### src/rtl/mfp_ahb_lite_master.sv
// AHB-Lite initiator: converts a valid/ready request stream into single NONSEQ
// transfers with pipelined address/data phases and in-order responses.
`timescale 1ns/1ps
module mfp_ahb_lite_master #(
  parameter logic [3:0] HPROT_VALUE = 4'b0011,
  parameter bit         ALIGN_CHECK = 1'b1
) (
  input  logic        HCLK,
  input  logic        HRESETn,
  input  logic        req_valid,
  output logic        req_ready,
  input  logic [31:0] req_addr,
  input  logic        req_write,
  input  logic [2:0]  req_size,
  input  logic [31:0] req_wdata,
  output logic        rsp_valid,
  output logic [31:0] rsp_rdata,
  output logic        rsp_err,
  output logic        busy,
  output logic [31:0] HADDR,
  output logic        HWRITE,
  output logic [2:0]  HSIZE,
  output logic [2:0]  HBURST,
  output logic        HMASTLOCK,
  output logic [3:0]  HPROT,
  output logic [1:0]  HTRANS,
  output logic [31:0] HWDATA,
  input  logic [31:0] HRDATA,
  input  logic        HREADY,
  input  logic        HRESP
);

  localparam logic [1:0] HTRANS_IDLE   = 2'b00;
  localparam logic [1:0] HTRANS_NONSEQ = 2'b10;

  function automatic logic is_misaligned(input logic [1:0] lsb, input logic [2:0] size);
    case (size)
      3'd0:    return 1'b0;
      3'd1:    return lsb[0];
      3'd2:    return lsb != 2'b00;
      default: return 1'b1;
    endcase
  endfunction

  logic        addr_pend;
  logic        data_pend;
  logic        data_write_p1;
  logic [31:0] wdata_p0;
  logic        misaligned;
  logic        align_block;
  logic        accept_bus;
  logic        accept_local;

  assign misaligned   = ALIGN_CHECK && is_misaligned(req_addr[1:0], req_size);
  assign busy         = addr_pend || data_pend;
  // A misaligned request may only be answered locally once the bus drains,
  // otherwise its response would overtake earlier transfers.
  assign align_block  = misaligned && busy;
  assign req_ready    = (!addr_pend || HREADY) && !align_block;
  assign accept_bus   = req_valid && req_ready && !misaligned;
  assign accept_local = req_valid && req_ready && misaligned;

  assign HBURST    = 3'b000;
  assign HMASTLOCK = 1'b0;
  assign HPROT     = HPROT_VALUE;

  always_ff @(posedge HCLK or negedge HRESETn) begin
    if (!HRESETn) begin
      addr_pend     <= 1'b0;
      data_pend     <= 1'b0;
      data_write_p1 <= 1'b0;
      wdata_p0      <= 32'h0;
      HADDR         <= 32'h0;
      HWRITE        <= 1'b0;
      HSIZE         <= 3'd0;
      HTRANS        <= HTRANS_IDLE;
      HWDATA        <= 32'h0;
      rsp_valid     <= 1'b0;
      rsp_rdata     <= 32'h0;
      rsp_err       <= 1'b0;
    end else begin
      // response stage: data phase retiring or local alignment reject
      rsp_valid <= 1'b0;
      rsp_rdata <= 32'h0;
      rsp_err   <= 1'b0;
      if (data_pend && HREADY) begin
        rsp_valid <= 1'b1;
        rsp_err   <= HRESP;
        rsp_rdata <= (!data_write_p1 && !HRESP) ? HRDATA : 32'h0;
      end else if (accept_local) begin
        rsp_valid <= 1'b1;
        rsp_err   <= 1'b1;
      end

      // data phase stage: address slot moves down whenever HREADY is high
      if (HREADY) begin
        data_pend <= addr_pend;
        if (addr_pend) begin
          data_write_p1 <= HWRITE;
          HWDATA        <= wdata_p0;
        end
      end

      // address phase stage: a new request may replace the retiring one
      if (accept_bus) begin
        addr_pend <= 1'b1;
        HTRANS    <= HTRANS_NONSEQ;
        HADDR     <= req_addr;
        HWRITE    <= req_write;
        HSIZE     <= req_size;
        wdata_p0  <= req_write ? req_wdata : 32'h0;
      end else if (addr_pend && HREADY) begin
        addr_pend <= 1'b0;
        HTRANS    <= HTRANS_IDLE;
      end
    end
  end

endmodule
### config.mk
export PLATFORM = sky130hd
export DESIGN_NAME = mfp_ahb_lite_master
export DESIGN_NICKNAME = d
export VERILOG_FILES = /design/src/rtl/mfp_ahb_lite_master.sv
export SDC_FILE = /design/constraint.sdc
export NUM_CORES = 1
export LEC_CHECK = 0
export ABC_CLOCK_PERIOD_IN_PS = 4900
export CORE_MARGIN = 2
export CORE_UTILIZATION = 35
export DETAILED_ROUTE_END_ITERATION = 7
export GPL_ROUTABILITY_DRIVEN = 0
export PLACE_DENSITY_LB_ADDON = 0.25
export SLEW_MARGIN = 30
export SYNTH_ARGS = -nofsm -noshare
export SYNTH_HDL_FRONTEND = slang
export SYNTH_SLANG_ARGS = --single-unit
### constraint.sdc
create_clock -name HCLK -period 4.9 [get_ports HCLK]
set_clock_uncertainty 0.2 [all_clocks]
set_input_delay 0.98 -clock HCLK [delete_from_list [all_inputs] [get_ports HCLK]]
set_output_delay 0.98 -clock HCLK [all_outputs]
set_load 0.01 [all_outputs]
==> impl_metrics.yaml, run 1 <==
timing:
  final-hold-violation-count: 0
  period_share_pct: 82.5
  count_of_pins_over_their_slew_limit: 0
  grt_setup_unrepaired: "false"
  worst_slew_pin_slew_ns: 0.608
  fin_setup_tns_ns: 0
  report.final.setup_viol: 0
  max_slew_margin_pct: 59.4
  timing.fmax_mhz: 247
  final.min_clock_period_ns: 4.04
setup_path:
  timing.critical_path.to_type: "primary output"
  r2r_slack_ns: 2.75
  cp.required_ns: 3.72
  worstPathMaxFanout: 3
  critPathSlowestCell: "clkdlybuf4s50_1"
  critical-path-top-cell-by-count: "clkdlybuf4s50_1"
  reg2reg_depth: 4
  r2r-end: "HADDR[14]"
  cpPeakStageDelay_ns: 0.55
  critical_path_class: "input pin to primary output"
  critPathArrivalTime_ns: 2.86
  worst_r2r_startpoint: "HTRANS[1]"
  startpoint_type: "input pin"
  cp_cell_sequence: "clkdlybuf4s50_1 -> or3_1 -> a21oi_1 -> a21o_1 -> clkdlybuf4s50_1"
clock_tree:
  clock_latency_ns: 0.41
  holdBufCountCts: 0
  post_cts_resize_count: 0
  clock-sinks: 137
  post_cts_buffers: 0
  cts_buffers: 17
  clock_tree.htree_level_count: 4
  cts_max_path_buffers: 2
  cts.reportedPaths.clkPinSlew_ns: 0.05
  tritoncts: "yes"
  cell_at_the_root_of_the_clock_tree: "clkbuf_16"
route:
  dr.pass1.iters: 4
  ant_nets: 0
  routed_via_density: 4.39
  dr.first_iter.drc_count: 129
  drt_wl_total_microns: 11900
  avgRoutedWirePerCell_microns: 14.5
  remaining_drc_errors: 0
  routed-via-count: 3608
power:
  ir_drop_mv: 0.217
  comb_power_share_pct: 24.1
  p_int_mw: 2.50
  power.density_nw_per_um2: 423
  power.leakage_nw: 3.77
  p_sw_share_pct: 25.6
  pwr-share-seq_pct: 43.7
  switch_pwr_uw: 859
  part_of_the_power_in_the_clock_network_pct: 32.2
yosys:
  synthDistinctLibCells: 23
  yosysTopAreaCell: "dfrtp_1"
  synthesis_stage_register_bit_count: 137
  most_common_cell_in_the_netlist: "dfrtp_1"
  synth_cells: 420
  seq_area_frac_synth_pct: 65.9
  synthArstFlopShare_pct: 100
  synth_largest_type_area_fraction_pct: 65.9
  synth_top_cells_by_count: "dfrtp_1 (137), nand2_1 (68), o21ai_0 (35)"
  avg_cell_area_syn_sq_um: 12.4
  synth_edf_count: 0
  netlist_top_cells_area: "dfrtp_1 (66%), mux2i_1 (6.2%), nand2_1 (4.9%)"
  synth_flop_cell: "dfrtp_1"
  synth.cell_area_sq_um: 5200
  yosysWarningCount: 0
floorplanning:
  total_die_area_sq_um: 15800
  boundaryPins: 219
  die_height_microns: 126
  initial_utilization_pct: 35.8
  core.rowCount: 44
  die_width_microns: 126
  fp.coreArea_sq_um: 14500
global_routing:
  globalRouteTotalUtil_pct: 15.9
  groute.layer.met3.usage_pct: 8.45
  grtUsageMet1_pct: 18.9
  number_of_global_route_vias_before_repair: 3811
  grt_start_max_net_pins: 110
  grt_pass1_wl_microns: 19700
  top_usage_layer: "met2"
  antenna_found_initial: 0
  global_route.overflow_total: 0
  globalRouteMet2Util_pct: 24.2
final_layout:
  number_of_nets_at_the_end_of_the_flow: 733
  utilization_pct: 54.6
  layout.cell_area.non_filler_sq_um: 7940
  layout.cells.non_filler: 821
  drive_gt1_share_pct: 8.32
  n_fill_cell: 1233
  diodes: 0
  syn_to_final_growth_pct: 52.7
flow_run:
  maxCapViolations: 0
place:
  post-dp-hpwl_microns: 8250
  post_dp_cell_area_sq_um: 7410
  placedCellCount: 792
  numPortBuffers: 209
status:
  outcome: "finished clean"
min_path:
  timing.hold.worst.class: "input pin to asynchronous set/reset pin"
## final cells by class
type,count,area [sq um],share of cell area (%)
multi-input combinational,224,1490,18.7
timing repair buffer,214,2170,27.4
sequential,137,3430,43.2
clock buffer,23,468,5.90
clock inverter,5,25.0,0.315
tap,184,230,2.90
inverter,34,128,1.61
## worst max-delay path, delay by kind of cell
kind / cells / cell delay [ns]
buf+inv: 2 / 1.00
compound gates: 2 / 0.45
simple gates: 1 / 0.43
## cells in the final DEF (no fill, tap or decap), drive strengths merged
cell type        n
nor3             1
a21oi            1
dfrtp          137
clkinv           5
clkbuf          24
nor2             1
nor2b            1
mux2            36
nand3            1
buf              5
or3              1
inv             34
mux2i           32
o21ai           35
and2            33
conb             9
nand2           68
a211o            1
a21o             2
clkdlybuf4s50  208
nand2b           2
## registers in the layout (all words and copies together) (netlist names)
name           count
HADDR             32
HSIZE              3
HTRANS             1
HWDATA            32
HWRITE             1
data_pend          1
data_write_p1      1
rsp_err            1
rsp_rdata         32
rsp_valid          1
wdata_p0          32
## layer usage
metal / part of all wire [%] / vias up / wire length [microns]
li1: - / 1731 / -
met1: 41 / 1697 / 4890
met2: 45 / 164 / 5420
met3: 12 / 16 / 1400
met4: 1.7 / 0 / 201
met5: 0 / - / 0
## metrics by stage
stage / hold WS, ns / worst slack [ns] / power (mW)
2_1_floorplan: 0.281 / 2.00 / 1.79
3_3_place_gp: 0.263 / 0.847 / 2.28
3_5_place_dp: 0.269 / 0.843 / 2.31
4_1_cts: 0.281 / 0.826 / 3.41
5_1_grt: 0.255 / 0.796 / 3.55
6_report: 0.255 / 0.856 / 3.36
## how the worst max path moves through the flow
stage | start | to | depth (start not counted)
2_1_floorplan | req_size[0] | req_ready | 3
3_3_place_gp | req_size[0] | req_ready | 5
3_5_place_dp | req_size[0] | req_ready | 5
4_1_cts | req_size[0] | req_ready | 5
5_1_grt | req_size[0] | req_ready | 5
6_report | req_size[0] | req_ready | 5
## logic make-up after synthesis
family	count (synthesis)	synth area share [%]
multiplexers	68	14.0
other	2	0.144
AO/OA/AOI/OAI	39	3.92
AND/OR/NAND/NOR	108	9.63
flip-flops	137	65.9
buffers and inverters	66	6.40
## power groups by stage
stage	Sequential (mW)	Combinational [mW]	Clock, mW
after floorplan	1.56	0.229	0
after global placement	1.48	0.800	0
after detailed placement	1.49	0.817	0
after CTS	1.47	0.820	1.12
after global routing	1.50	0.881	1.17
final	1.47	0.807	1.08
Note: power is estimated with default switching activity, not from simulation.
==> run 2, diff against run 1 <==
Settings changed: ABC_CLOCK_PERIOD_IN_PS 4900 to 3700.
Clock period 4.9 ns to 3.7 ns, I/O delays scaled along.
==> run 2 against run 1 <==
  * Count of clock-buffer cells in the layout unchanged
  * Wire length up 0.76%
  * Setup slack got worse by 0.73 ns
  * Clock power rose by 60%
  * Non-clock buffer count is 1 higher
  * Critical path type unchanged
  * Critical endpoint unchanged
  * Largest cell class unchanged
==> impl_metrics.yaml, run 2 (synthesized netlist as in run 1, its figures left out) <==
status:
  outcome: "finished clean"
clock_tree:
  tritoncts: "yes"
  clock-sinks: 137
  holdBufCountCts: 0
  cts.reportedPaths.clkPinSlew_ns: 0.05
  clock_latency_ns: 0.41
  post_cts_resize_count: 0
  clock_tree.htree_level_count: 4
  cell_at_the_root_of_the_clock_tree: "clkbuf_16"
  cts_buffers: 17
  post_cts_buffers: 0
  cts_max_path_buffers: 2
flow_run:
  maxCapViolations: 0
route:
  remaining_drc_errors: 0
  routed-via-count: 3673
  routed_via_density: 4.46
  ant_nets: 0
  dr.first_iter.drc_count: 153
  drt_wl_total_microns: 12000
  avgRoutedWirePerCell_microns: 14.6
  dr.pass1.iters: 6
setup_path:
  timing.critical_path.max_delay_family: "buffers and inverters"
  r2r_slack_ns: 1.53
  critPathSlowestCell: "clkdlybuf4s50_1"
  cpPeakStageDelay_ns: 0.55
  critical-path-top-cell-by-count: "clkdlybuf4s50_1"
  critical_path_buf_inv_count: 2
  cp_cell_sequence: "clkdlybuf4s50_1 -> or3_1 -> a21oi_1 -> a21o_1 -> clkdlybuf4s50_1"
  timing.critical_path.to_type: "primary output"
  critPathArrivalTime_ns: 2.64
  critical_path_class: "input pin to primary output"
  worstPathMaxFanout: 3
  cp.required_ns: 2.76
  startpoint_type: "input pin"
final_layout:
  n_fill_cell: 1227
  layout.cells.most_common_list: "clkdlybuf4s50_1 (208), dfrtp_1 (137), nand2_1 (67)"
  syn_to_final_growth_pct: 54.7
  layout.cell_area.non_filler_sq_um: 8040
  drive_gt1_share_pct: 9.22
  diodes: 0
  number_of_nets_at_the_end_of_the_flow: 734
  layout.cells.non_filler: 824
  reg_area_sq_um: 3430
  multi_input_comb_area_sq_um: 1480
  final_common_cell: "clkdlybuf4s50_1"
timing:
  report.final.setup_viol: 0
  worst_slew_pin_slew_ns: 0.598
  final-hold-violation-count: 0
  grt_setup_unrepaired: "false"
  period_share_pct: 96.7
  final.min_clock_period_ns: 3.58
  fin_setup_tns_ns: 0
  max_slew_margin_pct: 60.1
  count_of_pins_over_their_slew_limit: 0
  timing.fmax_mhz: 280
floorplanning:
  core.rowCount: 44
  boundaryPins: 219
  die_height_microns: 126
  initial_utilization_pct: 35.8
  die_width_microns: 126
  fp.coreArea_sq_um: 14500
  total_die_area_sq_um: 15800
power:
  p_sw_share_pct: 24.5
  p_int_mw: 3.58
  power.density_nw_per_um2: 589
  power.leakage_nw: 3.81
  comb_power_share_pct: 22.5
  pwr-share-seq_pct: 41.0
  ir_drop_mv: 0.274
  part_of_the_power_in_the_clock_network_pct: 36.4
  switch_pwr_mw: 1.16
global_routing:
  grt_start_max_net_pins: 64
  grt_pass1_wl_microns: 19300
  globalRouteTotalUtil_pct: 15.6
  number_of_global_route_vias_before_repair: 3884
  global_route.overflow_total: 0
  antenna_found_initial: 0
place:
  post-dp-hpwl_microns: 8510
  numPortBuffers: 209
  placedCellCount: 794
  post_dp_cell_area_sq_um: 7430
min_path:
  timing.hold.worst.class: "input pin to asynchronous set/reset pin"
-- run 2: changes by cell type in the layout (fill, tap and decap cells not counted), moves of 2 or more --
cell        change
buf_12          +2
clkinv_2        -3
clkbuf_8        +2
clkinvlp_4      +2
buf_16          -2
bufinv_16       +3
clkbuf_1        -3
-- run 2: path summary, 6_finish.rpt --
kind	start	endpoint	depth (start not counted)
worst max-delay path	req_size[0]	req_ready	5
worst min-delay path	HRESETn	HADDR[24]	1
worst max register to register	HTRANS[1]	HADDR[7]	4
worst min register to register	HWDATA[30]	HWDATA[30]	2
max in group asynchronous	HRESETn	rsp_rdata[5]	2
min in group HCLK	HWDATA[30]	HWDATA[30]	2
-- run 2: power by group through the flow --
stage	combinational, mW	sequential (mW)	clock, mW
3_5_place_dp	1.09	1.97	0
4_1_cts	1.09	1.95	1.78
5_1_grt	1.17	1.98	1.84
6_report	1.07	1.94	1.73
2_1_floorplan	0.304	2.06	0
3_3_place_gp	1.06	1.96	0
-- run 2: layer usage --
| metal | up-vias | GRT usage, % | wire, microns |
|---|---|---|---|
| met2 | 160 | 24.9 | 5690 |
| li1 | 1733 | - | - |
| met4 | 0 | 5.24 | 138 |
| met3 | 12 | 8.62 | 1420 |
| met5 | - | 0 | 0 |
| met1 | 1768 | 17.9 | 4760 |
-- run 2: layout make-up --
| class | instances | area share, % |
|---|---|---|
| tap | 184 | 2.86 |
| sequential | 137 | 42.6 |
| inverter | 34 | 1.59 |
| timing repair buffer | 215 | 26.9 |
| multi-input combinational | 224 | 18.4 |
| clock buffer | 23 | 6.19 |
| clock inverter | 7 | 1.43 |
-- run 2: per-stage QoR --
stage	hold slack, ns	util (%)	setup slack [ns]	total power, mW
floorplan	0.244	-	1.28	2.36
global placement	0.262	51.0	0.129	3.02
detailed placement	0.270	51.1	0.126	3.06
CTS	0.132	55.3	0.109	4.82
global route	0.150	55.3	0.0597	4.99
finish	0.119	55.3	0.122	4.74
